### config.mk
export PLATFORM = sky130hd
export DESIGN_NAME = instruction_fetch_unit
export DESIGN_NICKNAME = d
export VERILOG_FILES = /design/src/rtl/instruction_fetch_unit.sv
export SDC_FILE = /design/constraint.sdc
export NUM_CORES = 1
export LEC_CHECK = 0
export ABC_CLOCK_PERIOD_IN_PS = 6000
export CORE_MARGIN = 2
export CORE_UTILIZATION = 45
export CTS_BUF_LIST = sky130_fd_sc_hd__clkbuf_4
export CTS_CLUSTER_DIAMETER = 80
export DETAILED_ROUTE_END_ITERATION = 7
export GPL_TIMING_DRIVEN = 0
export PLACE_DENSITY = 0.74
export SYNTH_ARGS = -nofsm -noshare
export SYNTH_HDL_FRONTEND = slang
export SYNTH_SLANG_ARGS = --single-unit
### constraint.sdc
create_clock -name CLK -period 6 [get_ports CLK]
set_input_delay 0.9 -clock CLK [delete_from_list [all_inputs] [get_ports CLK]]
set_output_delay 0.9 -clock CLK [all_outputs]
set_load 0.05 [all_outputs]
### src/rtl/instruction_fetch_unit.sv
// Fetch front end: one outstanding request on a valid/ready instruction memory,
// holds the fetched word until the datapath advances, then resolves the next PC.
module instruction_fetch_unit #(
   parameter logic [31:0] RESET_PC = 32'h0000_0000,
   parameter logic [31:0] NOP_WORD = 32'h0000_0013
) (
   input  logic        CLK,
   input  logic        RST_n,
   output logic        IMemReqValid,
   input  logic        IMemReqReady,
   output logic [31:0] IMemAddr,
   input  logic        IMemRespValid,
   input  logic [31:0] IMemRespData,
   output logic [31:0] Instruction,
   output logic        InstrValid,
   output logic [31:0] InstrPC,
   output logic [31:0] PCPlus4,
   input  logic        Advance,
   input  logic        Branch,
   input  logic        Jump,
   input  logic        JumpReg,
   input  logic [2:0]  BranchType,
   input  logic        Zero,
   input  logic        Sign,
   input  logic [31:0] Imm,
   input  logic [31:0] RegBase,
   output logic        Fault,
   output logic [31:0] RetireCount
);

   typedef enum logic [1:0] {S_REQ, S_WAIT, S_HOLD, S_FAULT} state_t;

   state_t      state;
   logic [31:0] pc;
   logic        taken_c;
   logic [31:0] next_pc_c;

   // Branch condition from funct3; 010/011 are not branch encodings.
   always_comb begin
      taken_c = 1'b0;
      case (BranchType)
         3'b000:         taken_c = Zero;
         3'b001:         taken_c = !Zero;
         3'b100, 3'b110: taken_c = Sign;
         3'b101, 3'b111: taken_c = !Sign;
         default:        taken_c = 1'b0;
      endcase
   end

   // Next PC selection, JALR highest priority.
   always_comb begin
      next_pc_c = InstrPC + 32'd4;
      if (JumpReg)
         next_pc_c = (RegBase + Imm) & ~32'h1;
      else if (Jump || (Branch && taken_c))
         next_pc_c = InstrPC + Imm;
   end

   // The request line is the only combinational output so it drops during reset.
   assign IMemReqValid = RST_n && (state == S_REQ);
   assign IMemAddr     = pc;

   always_ff @(posedge CLK) begin
      if (!RST_n) begin
         state       <= S_REQ;
         pc          <= RESET_PC;
         InstrValid  <= 1'b0;
         Instruction <= NOP_WORD;
         InstrPC     <= RESET_PC;
         PCPlus4     <= RESET_PC + 32'd4;
         Fault       <= 1'b0;
         RetireCount <= 32'd0;
      end else begin
         case (state)
            S_REQ: begin
               if (IMemReqReady)
                  state <= S_WAIT;
            end
            S_WAIT: begin
               if (IMemRespValid) begin
                  Instruction <= IMemRespData;
                  InstrValid  <= 1'b1;
                  InstrPC     <= pc;
                  PCPlus4     <= pc + 32'd4;
                  state       <= S_HOLD;
               end
            end
            S_HOLD: begin
               if (Advance) begin
                  pc          <= next_pc_c;
                  RetireCount <= RetireCount + 32'd1;
                  InstrValid  <= 1'b0;
                  Instruction <= NOP_WORD;
                  if (next_pc_c[1:0] != 2'b00) begin
                     Fault <= 1'b1;
                     state <= S_FAULT;
                  end else begin
                     state <= S_REQ;
                  end
               end
            end
            S_FAULT: begin
               // Terminal until reset; Fault is held.
               Fault <= 1'b1;
            end
            default: state <= S_REQ;
         endcase
      end
   end

endmodule
# Word-level counts from Yosys, hierarchy flattened
# Cells that the tools add are included.
[word_totals]
register_bits = 164
latchBits = 0
ram_bits = 0
mem_bits_ro = 0
input_bits = 109
output_inout_bits = 163
wordCells = 60
n_memories = 0
[op_classes]
n_addsub = 5
n_mul = 0
div_mod_pow = 0
magnitude_cmp = 0
eq_ne = 12
n_shift = 0
muxes = 17
bitwise = 0
n_reduce_logical = 18
[ops]
columns = ["cell", "count"]
rows = [
  ["2-to-1 mux 32 bit", 4],
  ["adder 32 x 3 -> 32 bit (second input constant)", 2],
  ["adder 32 bit", 2],
  ["case mux 32 bit (2 select lines)", 1],
  ["adder 32 x 1 -> 32 bit (second input constant)", 1],
  ["== test 3 bit (second input constant)", 4],
  ["2-to-1 mux 2 bit", 4],
  ["!= test 2 bit (second input constant)", 4],
  ["case mux 2 bit (3 select lines)", 1],
  ["AND reduction 3 bit", 2],
  ["nonzero test 2 bit", 3],
  ["== test 2 bit (second input constant)", 2],
  ["2-to-1 mux 1 bit", 4],
  ["case mux 1 bit (2 select lines)", 2],
  ["case mux 1 bit (4 select lines)", 1],
  ["AND reduction 2 bit", 2],
  ["AND reduction 4 bit", 1],
  ["OR reduction 2 bit", 2],
  ["== test 3 x 1 -> 1 bit (second input constant)", 1],
  ["logical NOT 3 bit", 1],
  ["nonzero test 3 bit", 1],
  ["== test 2 x 1 -> 1 bit (second input constant)", 1],
  ["logical AND 1 bit", 2],
  ["logical NOT 1 bit", 2],
  ["2 further kinds", 2],
]

# Longest topological paths before layout
# Gate-level depths: netlist (run 1).
[depth]
depth_word = 11
depth_mapped = 11
depth_no_buf = 11

# Least setup slack after synthesis (run 1)
# No wires, ideal clock.
[synth_path]
path_type = "input-to-reg"
start = "input Imm[0]"
end = "register pc[28], in the netlist IMemAddr[28]"
setup_time_ns = 0.119
t_arrival_ns = 3.331
required_ns = 5.881
path_slack_ns = 2.550
cell_stages = 11
n_path_buf = 0
cell_sequence = "ha_1 fa_1 a21o_1 a311oi_1 or4_4 a31oi_4 o21ai_2 a31oi_2 a2111oi_0 a21oi_1 o221a_2"
[synth_between]
elab_chain_len = 3
word_cells_on_any_way = 4
classes_between = "add/sub: 2; mux: 2"
[synth_rtl]
columns = ["item", "line", "text"]
rows = [
  ["from (decl)", "25", "input logic [31:0] Imm,"],
  ["adder 32 bit", "56", "next_pc_c = InstrPC + Imm;"],
  ["2-to-1 mux 32 bit", "55", "else if (Jump || (Branch && taken_c))"],
  ["2-to-1 mux 32 bit *", "53", "if (JumpReg)"],
  ["to (signal assigned)", "90", "pc <= next_pc_c;"],
  ["to (decl)", "34", "logic [31:0] pc;"],
]
# Every way passes the cells marked *; elsewhere a longest branch is shown, timed or not.
# A chain may end at the register's enable or synchronous reset.

# Worst setup path in the final report (run 1)
[layout_path]
start = "input RST_n"
end = "output IMemReqValid"
[layout_between]
elab_chain_len = 1
[layout_rtl]
columns = ["item", "line", "text"]
rows = [
  ["from (decl)", "8", "input logic RST_n,"],
  ["logical AND 1 bit", "60", "assign IMemReqValid = RST_n && (state == S_REQ);"],
  ["to (decl)", "9", "output logic IMemReqValid,"],
]
# Every way passes these cells.

==> results.json, run 1 <==
{
  "post-cts-setup-buffers": 0,
  "rows": 56,
  "synth_flop_cell": "dfxtp_1",
  "core_area_sq_um": 23400,
  "crit_slowest_cell": "clkdlybuf4s50_1",
  "drive_gt1_share_pct": 3.33,
  "netlist_area_sq_um": 10700,
  "slew-limit-headroom_pct": 32.6,
  "min_period_ns": 4.40,
  "clk_path_buf_depth": 2,
  "grt.overflow.total": 0,
  "p_clk_share_pct": 18.3,
  "ys_types": 79,
  "intPower_w": 0.00198,
  "cts_root_buffer": "clkbuf_4",
  "setup_tns_ns": 0,
  "timing.final.crit_share_pct": 73.4,
  "setup_viol": 0,
  "cap_violations": 0,
  "fmax_mhz": 227,
  "area_delta_synth_final_pct": 31.6,
  "max_slew.worst_pin.slew_ns": 1.00,
  "clkTransAtPathRegs_ns": 0.16,
  "ir_drop_v": 0.000126,
  "ys_seq_area_share_pct": 30.2,
  "path_max_fanout": 10,
  "highest_layer": "met4",
  "numPortBuffers": 270,
  "avgRoutedWirePerCell_um": 18.5,
  "p_sw_share_pct": 44.5,
  "cts-resized-gates": 0,
  "skew_ns": 0.0336,
  "slew_viol_final": 0,
  "drtPass1Iterations": 5,
  "hp-start": "PCPlus4[3]",
  "htree_levels": 4,
  "clock_sinks": 162,
  "r2r_slack_ns": 2.49,
  "power_density_nw_per_um2": 253,
  "cellLeakagePower_nw": 5.35,
  "wl_met2_um": 17000,
  "fp.dieW_um": 158,
  "crit_buf_inv": 4,
  "numCtsBuffers": 17,
  "die_h_um": 158,
  "io_pins": 272,
  "grt_pass1_wl_um": 54200,
  "ant_nets": 0,
  "vias_per_cell": 5.66,
  "wl_met1_um": 15700,
  "fin_nets": 1816,
  "startpoint_type": "input port",
  "critical_path_class": "input port to output pin",
  "combinationalPowerShare_pct": 44.9,
  "power_frac_seq_pct": 36.8,
  "holdPathStages": 2,
  "crit_path_cell_trace": "clkdlybuf4s50_1 > clkbuf_1 > clkbuf_1 > and2_1 > clkdlybuf4s50_1",
  "rsz0062_at_grt": "false",
  "p_sw_w": 0.00159,
  "cp-end-kind": "output pin",
  "place_congestion": 0.934,
  "start_util_pct": 45.8,
  "holdPathEnd": "PCPlus4[3]",
  "track_usage_pct": 27.7,
  "nFillCells": 2162,
  "r2r_start": "InstrPC[0]",
  "worst_ep_required_time_ns": 5.10,
  "grt_max_degree": 17,
  "antenna_found_initial": 1,
  "arrival_ns": 3.50,
  "wl_met3_um": 2850,
  "worstReg2RegEnd": "IMemAddr[28]",
  "drt_iter0_markers": 896,
  "synth_seq_cells": 162,
  "crit_family": "buffers and inverters",
  "clock_latency_ns": 0.55,
  "utilization_pct": 60.3,
  "power_w": 0.00357,
  "via_count": 11200,
  "hold_path.class": "register to register",
  "postSynthCellCount": 1348,
  "dpl.hpwl_um": 29300,
  "final-hold-violation-count": 0,
  "syn_area_per_cell_sq_um": 7.96,
  "drc": 0,
  "ff2ff_path_depth": 11,
  "grt_pass1_vias": 10200,
  "critPathMaxStageDelay_ns": 0.81,
  "drt_wl_total_um": 36400,
  "async_flop_share_pct": 0,
  "cts_hold_buffers": 0,
  "dieArea_sq_um": 25100,
  "yosys_warnings": 0,
  "status": "finished, final reports clean",
  "syn-num-nets": 1527,
  "cts_tree": "built",
  "synth_edf_count": 0
}
Yosys cell counts (5+ instances only):
library cell / n / share of area, %
nand2_1: 182 / 6.4
o31ai_1: 6 / 0.42
dfxtp_1: 162 / 30
a311oi_1: 5 / 0.41
and2_1: 17 / 0.99
a21oi_1: 81 / 3.8
nand4_1: 20 / 1.2
or3_1: 10 / 0.58
a21boi_0: 35 / 2.5
and3_1: 19 / 1.1
a211oi_1: 22 / 1.5
ha_1: 68 / 7.9
and4_1: 8 / 0.65
o21bai_1: 12 / 0.84
nand2b_1: 11 / 0.64
o211a_1: 22 / 2.1
o22ai_1: 5 / 0.29
nor2b_1: 30 / 1.8
a21o_1: 24 / 1.7
xnor2_1: 73 / 6.0
clkbuf_1: 57 / 2.0
nor4_1: 6 / 0.35
inv_1: 27 / 0.95
a221oi_1: 11 / 0.90
o21ai_0: 64 / 3.0
nand3_1: 54 / 2.5
o211ai_1: 9 / 0.63
o21a_1: 6 / 0.42
a31oi_1: 13 / 0.76
nor2_1: 116 / 4.1
xor2_1: 56 / 4.6
nor3_1: 17 / 0.79
a22oi_1: 31 / 2.2
cell type report:
cell class / instances / area (sq um) / area share [%]
Antenna cell: 1 / 2.50 / 0.0177
Buffer: 66 / 259 / 1.84
Clock buffer: 18 / 135 / 0.958
Clock inverter: 14 / 145 / 1.03
Inverter: 27 / 101 / 0.718
Multi-Input combinational cell: 1093 / 7120 / 50.5
Sequential cell: 162 / 3240 / 23.0
Tap cell: 319 / 399 / 2.83
Timing Repair Buffer: 270 / 2700 / 19.2
per-layer routing:
metal | track usage [%] | up-vias
met1 | 35.7 | 5202
met4 | 9.48 | 0
li1 | - | 5436
met5 | 0 | -
met2 | 47.7 | 470
met3 | 3.92 | 48
layout by cell type (no fill, tap or decap), drive strengths merged, types with 12 or more instances in the layout:
cell           count
a211oi            22
a21boi            35
a21o              24
a21oi             82
a22oi             31
a31oi             15
and2              17
and3              19
clkbuf            76
clkdlybuf4s50    270
dfxtp            162
ha                68
inv               36
nand2            182
nand3             55
nand4             20
nor2             116
nor2b             30
nor3              17
o211a             22
o21ai             66
o21bai            12
xnor2             73
xor2              56
state kept, by name (all words and copies together) (netlist names):
register and count:
RetireCount 32, IMemAddr 32, InstrPC 32, state 2, PCPlus4 30, InstrValid 1
Instruction 32, Fault 1
power by group through the flow:
stage	registers [W]	clock network, W	logic (W)
after floorplan	0.00168	0	0.000674
after detailed placement	0.00133	0	0.00160
after global placement	0.00133	0	0.00158
after CTS	0.00131	0.000666	0.00160
final	0.00131	0.000653	0.00160
after global routing	0.00133	0.000701	0.00172
metrics by stage:
step | setup slack, ns | std cells | cell area [sq um] | hold WS [ns]
3_5_place_dp | 1.53 | 1937 | 13800 | 0.467
6_report | 1.60 | 1970 | 14100 | 0.499
4_1_cts | 1.58 | 1969 | 14100 | 0.502
3_3_place_gp | 1.56 | 1937 | 13800 | 0.454
5_1_grt | 1.52 | 1970 | 14100 | 0.520
2_1_floorplan | 2.55 | 1348 | 10700 | 0.547
worst register-to-register path, delay by kind of cell (launching register included):
family | cells | cell delay, ns
simple gates | 1 | 0.26
fa+ha+maj | 2 | 0.66
flops | 1 | 0.39
compound gates | 8 | 2.10
how the worst max path moves through the flow:
stage / startpoint / end / slack, ns / cells after the start
after floorplan: Imm[0] / IMemAddr[28] / 2.55 / 11
after global placement: Imm[1] / IMemAddr[26] / 1.56 / 12
after detailed placement: Imm[1] / IMemAddr[24] / 1.53 / 12
after CTS: RST_n / IMemReqValid / 1.58 / 5
after global routing: RST_n / IMemReqValid / 1.52 / 5
final: RST_n / IMemReqValid / 1.60 / 5
cell families (layout without fill, tap and decap cells):
kind of cell | after synthesis | count (layout) | synth area share [%]
muxes | 3 | 3 | 0.292
xor gates and xnor gates | 129 | 129 | 10.5
other | 0 | 1 | 0
DFF | 162 | 162 | 30.2
AOI/OAI and AO/OA | 386 | 386 | 25.1
adders and majority gates | 70 | 70 | 8.31
and+or+nand+nor | 505 | 505 | 22.1
buffers and inverters | 93 | 395 | 3.36
Power figures use the tool's default switching activity.
==> run 2: changes to the inputs <==
- ABC_CLOCK_PERIOD_IN_PS: 6000 -> 4500
- clock period: 6 -> 4.5 ns (I/O delays scaled with it)
==> results of run 2 <==
The final DEF is identical to that of run 1. Status: finished, final reports clean.
Among the figures that moved: setup slack after placement 1.53 ns -> 0.258 ns; setup slack after layout 1.60 ns -> 0.545 ns; register-to-register setup slack 2.49 ns -> 0.99 ns; total power 0.00357 W -> 0.00476 W; worst IR drop on VDD 0.000126 V -> 0.000168 V
==> run 3: changes to the inputs <==
--- a/config.mk
+++ b/config.mk
@@ -18 +18,2 @@
 export SYNTH_SLANG_ARGS = --single-unit
+export TNS_END_PERCENT = 50
--- a/constraint.sdc
+++ b/constraint.sdc
@@ -3,2 +3,2 @@
 set_output_delay 0.675 -clock CLK [all_outputs]
-set_load 0.05 [all_outputs]
+set_load 0.01 [all_outputs]
==> results of run 3 <==
The final DEF is identical to that of run 1. Status: finished, final reports clean.
Among the figures that moved: setup slack after placement 1.53 ns -> 0.258 ns; setup slack after layout 1.60 ns -> 0.780 ns; start point of the critical path RST_n -> Imm[1]; end point of the critical path IMemReqValid -> IMemAddr[24]; register-to-register setup slack 2.49 ns -> 0.99 ns; total power 0.00357 W -> 0.00431 W; worst IR drop on VDD 0.000126 V -> 0.000167 V
